==> config.mk <==
export PLATFORM = sky130hd
export DESIGN_NAME = mode_sequencer_flat
export DESIGN_NICKNAME = d
export VERILOG_FILES = /design/src/rtl/mode_seq_pkg.sv /design/src/rtl/mode_seq_if.sv /design/src/rtl/sync_edge_det.sv /design/src/rtl/mode_sequencer.sv /design/src/flat_wrapper.sv
export SDC_FILE = /design/constraint.sdc
export NUM_CORES = 1
export LEC_CHECK = 0
export CORE_MARGIN = 4
export CORE_UTILIZATION = 45
export CTS_BUF_LIST = sky130_fd_sc_hd__clkbuf_2 sky130_fd_sc_hd__clkbuf_4 sky130_fd_sc_hd__clkbuf_8
export CTS_CLUSTER_DIAMETER = 150
export DETAILED_ROUTE_END_ITERATION = 10
export GPL_TIMING_DRIVEN = 1
export PLACE_DENSITY_LB_ADDON = 0.25
export REMOVE_ABC_BUFFERS = 1
export SLEW_MARGIN = 20
export SYNTH_ARGS = -nofsm -noshare
export SYNTH_HDL_FRONTEND = slang
export SYNTH_SLANG_ARGS = --single-unit
==> constraint.sdc <==
create_clock -name sys_clk -period 2.1 [get_ports sys_clk]
set_input_delay 0.42 -clock sys_clk [delete_from_list [all_inputs] [get_ports sys_clk]]
set_output_delay 0.42 -clock sys_clk [all_outputs]
set_load 0.02 [all_outputs]
==> src/rtl/mode_seq_pkg.sv <==
// Shared types and constants for the camera/Ethernet link mode sequencer.
package mode_seq_pkg;

  localparam int unsigned STATE_W         = 3;
  localparam int unsigned WD_W            = 32;
  localparam int unsigned CMD_IDLE        = 0;
  localparam int unsigned TIMEOUT_CYC_DEF = 50_000_000;

  typedef enum logic [STATE_W-1:0] {
    ST_IDLE     = 3'd0,
    ST_CMD      = 3'd1,
    ST_CMD_WAIT = 3'd2,
    ST_PIC      = 3'd3,
    ST_PIC_WAIT = 3'd4,
    ST_HOLD     = 3'd5,
    ST_RET_CMD  = 3'd6,
    ST_RET_WAIT = 3'd7
  } state_e;

  // States in which the watchdog is allowed to count.
  function automatic logic wd_runs(input state_e st);
    return (st == ST_CMD) || (st == ST_CMD_WAIT) || (st == ST_PIC_WAIT) ||
           (st == ST_RET_CMD) || (st == ST_RET_WAIT);
  endfunction

endpackage

==> src/rtl/mode_seq_if.sv <==
// Command-sender and picture-engine handshake bundle of the mode sequencer.
interface mode_seq_if #(
  parameter int unsigned CMD_W = 2
) ();

  logic             cmd_valid;
  logic [CMD_W-1:0] cmd_code;
  logic             cmd_ready;
  logic             cmd_done;
  logic             pic_start;
  logic             pic_done;

  modport master (
    output cmd_valid, cmd_code, pic_start,
    input  cmd_ready, cmd_done, pic_done
  );

  modport slave (
    input  cmd_valid, cmd_code, pic_start,
    output cmd_ready, cmd_done, pic_done
  );

endinterface

==> src/rtl/sync_edge_det.sv <==
// Two-flop synchroniser followed by a registered rising-edge pulse.
module sync_edge_det (
  input  logic sys_clk,
  input  logic rst_n,
  input  logic din,
  output logic pulse
);

  logic       s1;
  logic       s2;
  logic       prev;
  logic [2:0] arm;

  // Pulses stay masked until prev holds a real sample, so a level held
  // high through reset is never mistaken for an edge.
  always_ff @(posedge sys_clk or negedge rst_n) begin
    if (!rst_n) begin
      s1    <= 1'b0;
      s2    <= 1'b0;
      prev  <= 1'b0;
      arm   <= 3'b000;
      pulse <= 1'b0;
    end else begin
      s1    <= din;
      s2    <= s1;
      prev  <= s2;
      arm   <= {arm[1:0], 1'b1};
      pulse <= arm[2] & s2 & ~prev;
    end
  end

endmodule

==> src/rtl/mode_sequencer.sv <==
// Top-level mode controller: request arbitration, command handshake, picture launch.
// Optional watchdog enabled by defining MODE_SEQ_TIMEOUT_EN.
module mode_sequencer
  import mode_seq_pkg::*;
#(
  parameter int unsigned          NUM_REQ     = 3,
  parameter int unsigned          CMD_W       = 2,
  parameter logic [NUM_REQ-1:0]   STREAM_MASK = NUM_REQ'(3'b100),
  parameter int unsigned          TIMEOUT_CYC = TIMEOUT_CYC_DEF
) (
  input  logic               sys_clk,
  input  logic               rst_n,
  input  logic [NUM_REQ-1:0] req,
  input  logic               next_req,
  input  logic               finish_req,
  mode_seq_if.master         bus,
  output logic [CMD_W-1:0]   active_mode,
  output logic [STATE_W-1:0] state_o,
  output logic               err_timeout
);

  if (NUM_REQ < 2) begin : g_chk_num_req
    $error("mode_sequencer: NUM_REQ must be at least 2");
  end
  if (CMD_W < $clog2(NUM_REQ + 1)) begin : g_chk_cmd_w
    $error("mode_sequencer: CMD_W too narrow for NUM_REQ");
  end

  logic [NUM_REQ-1:0] req_edge;
  logic               next_edge;
  logic               fin_edge;

  for (genvar g = 0; g < NUM_REQ; g++) begin : g_req_sync
    sync_edge_det u_req_sync (
      .sys_clk (sys_clk),
      .rst_n   (rst_n),
      .din     (req[g]),
      .pulse   (req_edge[g])
    );
  end

  sync_edge_det u_next_sync (
    .sys_clk (sys_clk),
    .rst_n   (rst_n),
    .din     (next_req),
    .pulse   (next_edge)
  );

  sync_edge_det u_fin_sync (
    .sys_clk (sys_clk),
    .rst_n   (rst_n),
    .din     (finish_req),
    .pulse   (fin_edge)
  );

  // Lowest-index request edge wins; the rest are dropped.
  logic             sel_hit;
  logic [CMD_W-1:0] sel_code;
  logic             sel_stream;

  always_comb begin
    sel_hit    = 1'b0;
    sel_code   = '0;
    sel_stream = 1'b0;
    for (int i = int'(NUM_REQ) - 1; i >= 0; i--) begin
      if (req_edge[i]) begin
        sel_hit    = 1'b1;
        sel_code   = CMD_W'(i + 1);
        sel_stream = STREAM_MASK[i];
      end
    end
  end

  state_e           state;
  state_e           state_nxt;
  logic [CMD_W-1:0] mode_q;
  logic [CMD_W-1:0] mode_nxt;
  logic             stream_q;
  logic             stream_nxt;
  logic             pend_q;
  logic             pend_nxt;
  logic             wd_hit;
  logic             err_set;
  logic             err_clr;

  always_comb begin
    state_nxt  = state;
    mode_nxt   = mode_q;
    stream_nxt = stream_q;
    pend_nxt   = pend_q;
    err_set    = 1'b0;
    err_clr    = 1'b0;

    unique case (state)
      ST_IDLE: begin
        if (sel_hit) begin
          state_nxt  = ST_CMD;
          mode_nxt   = sel_code;
          stream_nxt = sel_stream;
          err_clr    = 1'b1;
        end
      end
      ST_CMD:      if (bus.cmd_ready) state_nxt = ST_CMD_WAIT;
      ST_CMD_WAIT: if (bus.cmd_done)  state_nxt = ST_PIC;
      ST_PIC:      state_nxt = ST_PIC_WAIT;
      ST_PIC_WAIT: begin
        // A finish seen while the picture is in flight ends streaming early.
        if (bus.pic_done) begin
          state_nxt = (stream_q && !(pend_q || fin_edge)) ? ST_HOLD : ST_RET_CMD;
        end else if (fin_edge && stream_q) begin
          pend_nxt = 1'b1;
        end
      end
      ST_HOLD: begin
        if (fin_edge)       state_nxt = ST_RET_CMD;
        else if (next_edge) state_nxt = ST_PIC;
      end
      ST_RET_CMD: begin
        pend_nxt = 1'b0;
        if (bus.cmd_ready) state_nxt = ST_RET_WAIT;
      end
      ST_RET_WAIT: if (bus.cmd_done) state_nxt = ST_IDLE;
      default:     state_nxt = ST_IDLE;
    endcase

    // Watchdog expiry only bites when no regular transition is taken.
    if (wd_hit && (state_nxt == state)) begin
      err_set   = 1'b1;
      state_nxt = ((state == ST_RET_CMD) || (state == ST_RET_WAIT)) ? ST_IDLE : ST_RET_CMD;
    end

    if (state_nxt == ST_IDLE) begin
      mode_nxt = '0;
      pend_nxt = 1'b0;
    end
  end

  // State, mode context and all handshake outputs registered from next state.
  always_ff @(posedge sys_clk or negedge rst_n) begin
    if (!rst_n) begin
      state         <= ST_IDLE;
      mode_q        <= '0;
      stream_q      <= 1'b0;
      pend_q        <= 1'b0;
      bus.cmd_valid <= 1'b0;
      bus.cmd_code  <= '0;
      bus.pic_start <= 1'b0;
    end else begin
      state         <= state_nxt;
      mode_q        <= mode_nxt;
      stream_q      <= stream_nxt;
      pend_q        <= pend_nxt;
      bus.cmd_valid <= (state_nxt == ST_CMD) || (state_nxt == ST_RET_CMD);
      bus.cmd_code  <= (state_nxt == ST_CMD) ? mode_nxt : CMD_W'(CMD_IDLE);
      bus.pic_start <= (state_nxt == ST_PIC);
    end
  end

  assign active_mode = mode_q;
  assign state_o     = state;

`ifdef MODE_SEQ_TIMEOUT_EN
  logic [WD_W-1:0] wd_cnt;
  logic            err_q;

  assign wd_hit = wd_runs(state) && (wd_cnt == WD_W'(TIMEOUT_CYC - 1));

  always_ff @(posedge sys_clk or negedge rst_n) begin
    if (!rst_n) begin
      wd_cnt <= '0;
      err_q  <= 1'b0;
    end else begin
      if ((state_nxt != state) || !wd_runs(state)) wd_cnt <= '0;
      else                                          wd_cnt <= wd_cnt + WD_W'(1);
      if (err_set)      err_q <= 1'b1;
      else if (err_clr) err_q <= 1'b0;
    end
  end

  assign err_timeout = err_q;
`else
  logic unused_wd;

  assign wd_hit      = 1'b0;
  assign err_timeout = 1'b0;
  assign unused_wd   = err_set | err_clr | (TIMEOUT_CYC == 0);
`endif

endmodule
==> src/flat_wrapper.sv <==
// flat-port wrapper written by rule: the top's interface ports become plain ports
module mode_sequencer_flat import mode_seq_pkg::*;
#(
  parameter int unsigned          NUM_REQ     = 3,
  parameter int unsigned          CMD_W       = 2,
  parameter logic [NUM_REQ-1:0]   STREAM_MASK = NUM_REQ'(3'b100),
  parameter int unsigned          TIMEOUT_CYC = TIMEOUT_CYC_DEF
)
  (sys_clk, rst_n, req, next_req, finish_req, active_mode, state_o, err_timeout, bus_cmd_valid, bus_cmd_code, bus_pic_start, bus_cmd_ready, bus_cmd_done, bus_pic_done);
  mode_seq_if #(.CMD_W(CMD_W)) bus_i ();
  input  logic sys_clk;
  input  logic rst_n;
  input  logic [NUM_REQ-1:0] req;
  input  logic next_req;
  input  logic finish_req;
  output logic [CMD_W-1:0] active_mode;
  output logic [STATE_W-1:0] state_o;
  output logic err_timeout;
  output wire logic [$bits(bus_i.cmd_valid)-1:0] bus_cmd_valid;
  output wire logic [$bits(bus_i.cmd_code)-1:0] bus_cmd_code;
  output wire logic [$bits(bus_i.pic_start)-1:0] bus_pic_start;
  input wire logic [$bits(bus_i.cmd_ready)-1:0] bus_cmd_ready;
  input wire logic [$bits(bus_i.cmd_done)-1:0] bus_cmd_done;
  input wire logic [$bits(bus_i.pic_done)-1:0] bus_pic_done;
  assign bus_cmd_valid = bus_i.cmd_valid;
  assign bus_cmd_code = bus_i.cmd_code;
  assign bus_pic_start = bus_i.pic_start;
  assign bus_i.cmd_ready = bus_cmd_ready;
  assign bus_i.cmd_done = bus_cmd_done;
  assign bus_i.pic_done = bus_pic_done;
  mode_sequencer #(.NUM_REQ(NUM_REQ), .CMD_W(CMD_W), .STREAM_MASK(STREAM_MASK), .TIMEOUT_CYC(TIMEOUT_CYC)) u_core (.sys_clk(sys_clk), .rst_n(rst_n), .req(req), .next_req(next_req), .finish_req(finish_req), .bus(bus_i), .active_mode(active_mode), .state_o(state_o), .err_timeout(err_timeout));
endmodule
== After elaboration in Yosys (flattened, before gate mapping) ==
Index checks and enable logic that the tools add are counted.
Word-level totals
  input bits: 10
  logic and storage cells: 95
  output and inout bits: 10
  flip-flop bits (word level): 46
Cells by class
  equal/unequal tests: 12
  mux-type cells: 26
  reductions and logical operators: 10
  bitwise operators: 15
Operators with widths (number)
  $mux W3: 8
  $pmux W3 S8: 1
  $mux W2: 8
  $eq A3 B3 Y1 const B: 5
  $and A1 B1 Y1: 10
  $eq A3 B2 Y1 const B: 3
  $mux W1: 8
  $eq A3 B1 Y1 const B: 2
  $logic_not A3 Y1: 2
  $not A1 Y1: 5
  $ne A3 B1 Y1 const B: 1
  $ne A3 B2 Y1 const B: 1
  $reduce_and A3 Y1: 1
  $reduce_bool A3 Y1: 1
  $logic_and A1 B1 Y1: 2
  $logic_or A1 B1 Y1: 2
  $pmux W1 S2: 1
  $reduce_and A2 Y1: 1
  $logic_not A1 Y1: 1

== Longest topological paths before layout ==
  word-level depth: 9
  gate-level depth with buffers: 7
  depth with buffers taken out: 6

== Modules after synthesis ==
A second synthesis with hierarchy kept.
Second synthesis, totals
  cell total of the unflattened synthesis: 108
  area, all modules: 1622.8 um2
Modules (own cells, without submodules)
  sync_edge_det: area an instance 187.7 um2, sequential area each 175.2 um2, instances 5, cells each 9
  mode_sequencer: area an instance 684.4 um2, sequential area each 275.3 um2, instances 1, cells each 63

== Worst setup path after synthesis ==
OpenSTA, ideal clock, no wires.
  kind: reg2reg
  start: register u_core.state[1], in the netlist u_core.state_o[1]
  end: register u_core.bus.cmd_code[1]
  cell stages (with the launch flop): 7
  arrival time: 1.666 ns
  setup time: 0.072 ns
  buffers on the path: 1
  path slack: 0.361 ns
  period minus slack after synthesis: 1.739 ns
  data required time: 2.028 ns
  cells stage by stage: dfrtp_1 -> buf_4 -> nor3_2 -> o21ai_2 -> o2111ai_2 -> or3b_1 -> nor2_1
Between the ends
  elaborated cells between the ends (all ways): 22
  those cells by class: eq/ne: 8; mux: 12; reduce/logical: 2
RTL lines
  from (decl): RTL line mode_sequencer.sv:74  | state_e state;
  from (signal assigned): RTL line mode_sequencer.sv:149  | state <= state_nxt;
  $eq A3 B3 Y1, or another cell as far along
  $pmux W3 S8 *: RTL line mode_sequencer.sv:94  | unique case (state)
  net u_core.state_nxt[0]: RTL line mode_sequencer.sv:75  | state_e state_nxt;
  $logic_not A3 Y1: RTL line mode_sequencer.sv:132  | if (state_nxt == ST_IDLE) begin
  $mux W2: RTL line mode_sequencer.sv:132
  $mux W2 *: RTL line mode_sequencer.sv:154  | bus.cmd_code <= (state_nxt == ST_CMD) ? mode_nxt : CMD_W'(CMD_IDLE);
  to (signal assigned): RTL line mode_sequencer.sv:154
  to (decl): RTL line mode_seq_if.sv:14  | output cmd_valid, cmd_code, pic_start,
Mark *: on every way through the listed nets, which the timed path passes. The rest lies on a longest branch.
A chain may end at the register's enable or synchronous reset.

== Final worst setup path ==
  start: register u_core.state[2], in the netlist u_core.state_o[2]
  end: output state_o[2]
RTL lines
  to (decl): RTL line flat_wrapper.sv:17  | output logic [STATE_W-1:0] state_o;
No word-level cell between the ends.

==> results.py <==
metrics = {
    "status": {
        "status": "finished clean",
    },
    "worst_setup_path": {
        "cpPeakStageDelay_ps": 680,
        "worstSetupStartpointType": "flip-flop",
        "cpLargestDelayFamily": "buffers and inverters",
        "cp_max_fo": 12,
        "slowest_stage": "clkdlybuf4s50_1",
        "arrival_ps": 1590,
        "reg2reg_depth": 5,
        "cp.depth": 1,
        "crit_required_ps": 1680,
        "worst_setup_path_end_kind": "output port",
        "critPathKind": "flip-flop to output port",
        "reg2reg_slack_ps": 250,
        "worstPathCellList": "clkdlybuf4s50_1",
        "critPathBufInv": 1,
    },
    "sta": {
        "timing.hold.ws_ps": 354,
        "fmax_mhz": 498,
        "drv_slew": 0,
        "finClkSkew_ps": 4.67,
        "setup_viol": 0,
        "period_share_pct": 95.6,
        "grt_setup_unrepaired": "false",
        "period_needed_ps": 2010,
        "hold_viol": 0,
    },
    "cts": {
        "htreeDepth": 2,
        "cts_max_path_buffers": 2,
        "cts_buffers": 5,
        "clk_pin_slew_ps": 90,
        "clk_latency_ps": 320,
        "cts_root_buffer": "clkbuf_4",
        "numClockSinks": 34,
        "cts_tree": "yes",
    },
    "global_routing": {
        "grt_pass1_vias": 801,
        "grt_pass1_wl_mm": 3.42,
        "grt_util_all_layers_pct": 13.8,
        "antenna_found_initial": 0,
        "grt_max_degree": 35,
        "overflow": 0,
    },
    "placement": {
        "dp_hpwl_mm": 1.31,
        "numPortBuffers": 18,
        "placed_area_um2": 1430,
        "gp_congestion": 0.819,
    },
    "yosys": {
        "yosys_warnings": 0,
        "async_flop_share_pct": 100,
        "netlist_area_um2": 1220,
        "synth_top_area_cell": "dfrtp_1",
        "ys_top_cells_by_area": "dfrtp_1 (70%), nor2_1 (4.6%), nand2_1 (3.1%)",
        "synthCells": 99,
        "seq_area_frac_synth_pct": 69.8,
        "yosys_most_used_dff": "dfrtp_1",
        "avgSynthCellArea_um2": 12.3,
        "synth-seq-cells": 34,
        "synth-edff-count": 0,
        "synth_top_cell_area_share_pct": 69.8,
        "synth_cell_types": 29,
    },
    "run": {
        "drv_cap": 0,
    },
    "power": {
        "p_per_area_nw_per_um2": 1240,
        "peakVddDrop_v": 0.000773,
        "p_leak_nw": 0.689,
    },
    "route": {
        "num_vias": 799,
        "first_pass_iters": 4,
        "drt_wl_total_mm": 1.94,
        "avgRoutedWirePerCell_um": 12.7,
        "drc_errors": 0,
        "antenna_left": 0,
        "drt-initial-drc-count": 19,
        "avgViaCountPerCell": 5.22,
    },
    "die": {
        "dieWidth_um": 60.0,
        "rows": 18,
        "design.die.area_um2": 3600,
        "core-area_um2": 2520,
        "die_h_um": 60.0,
        "num_io_pins": 20,
        "start_util_pct": 48.3,
    },
    "layout": {
        "syn_to_final_growth_pct": 24.2,
        "antenna_cells": 0,
        "layout_common_cells": "dfrtp_1 (33), clkdlybuf4s50_1 (18), nor2_1 (15), nand2_1 (10)",
        "fillers": 215,
        "layout-drive-gt1-share_pct": 12.2,
        "final_common_cell": "dfrtp_1",
        "fin_nets": 133,
        "fin_area_um2": 1510,
    },
    "hold_path": {
        "holdPathStages": 0,
        "min_path_type": "flip-flop to flip-flop",
    },
}
[layer usage]
metal | vias up | GRT usage (%) | routed length, um
li1 | 383 | - | -
met1 | 384 | 14.1 | 785
met2 | 27 | 21.6 | 934
met3 | 5 | 7.34 | 163
met4 | 0 | 9.18 | 54
met5 | - | 0 | 0
[cells by family after synthesis]
kind of cell / after synthesis / synth area share, %
AOI/OAI and AO/OA: 19 / 10.8
buffers and inverters: 6 / 2.87
DFF: 34 / 69.8
other: 2 / 0.616
and+or+nand+nor: 38 / 15.9
[state kept, by name, indices dropped and copies added (netlist names), 2 cells and up]
signal / flops
u_core.g_req_sync.u_req_sync.arm: 3
u_core.g_req_sync.u_req_sync.s1: 3
u_core.bus.cmd_code: 2
u_core.active_mode: 2
u_core.state_o: 3
u_core.g_req_sync.u_req_sync.s2: 3
u_core.g_req_sync.u_req_sync.pulse: 3
u_core.g_req_sync.u_req_sync.prev: 3
[cell usage after synthesis (2+ instances only)]
cell type,number
nor3b_1,2
a21oi_1,5
buf_4,3
o21ai_0,4
conb_1,2
o22ai_1,2
inv_1,2
o21a_1,2
nand2_1,10
dfrtp_1,34
nor2_1,15
[path summary, 6_finish.rpt]
| kind | end | start |
|---|---|---|
| worst max register to register | u_core.bus.cmd_code[1]$_DFF_PN0_ | u_core.state_o[2]$_DFF_PN0_ |
| min in group asynchronous | u_core.state_o[1]$_DFF_PN0_ | rst_n |
| worst min register to register | u_core.g_req_sync[0].u_req_sync.arm[2]$_DFF_PN0_ | u_core.g_req_sync[0].u_req_sync.arm[1]$_DFF_PN0_ |
| worst max-delay path | state_o[2] | u_core.state_o[2]$_DFF_PN0_ |
| max in group asynchronous | u_core.state_o[1]$_DFF_PN0_ | rst_n |
| worst min-delay path | u_core.g_req_sync[0].u_req_sync.arm[2]$_DFF_PN0_ | u_core.g_req_sync[0].u_req_sync.arm[1]$_DFF_PN0_ |
[where the power goes]
group | internal, mW | switching [mW]
logic | 0.262 | 0.276
clock network | 0.277 | 0.198
registers | 0.746 | 0.123
[through the flow]
step                utilization, %  instances  power (mW)  setup TNS (ps)  setup slack (ps)
floorplan                        -         95        1.17               0               400
global placement              56.7        146        1.39               0              17.7
detailed placement            56.7        146        1.42            -170             -65.7
CTS                           60.0        153        1.91               0              65.6
global route                  60.0        153        2.02               0             0.817
finish                        60.0        153        1.88               0              92.5
[cell type report]
cell class                      instances  area (um^2)  share of cell area [%]
Multi-Input combinational cell         59          333                    22.0
Tap cell                               30         37.5                    2.48
Clock inverter                          1         30.0                    1.98
Clock buffer                            6         51.3                    3.39
Sequential cell                        34          852                    56.3
Inverter                                2         7.51                   0.496
Timing Repair Buffer                   21          203                    13.4
[repair_timing]
| item | 4_1_cts | 5_1_grt |
|---|---|---|
| setup endpoints to repair | 0 | 1 |
| buffers inserted | 0 | 0 |
| gates resized for setup | 0 | 1 |
| hold buffers | 0 | 0 |
No activity file was read; power rests on OpenSTA's default activity.
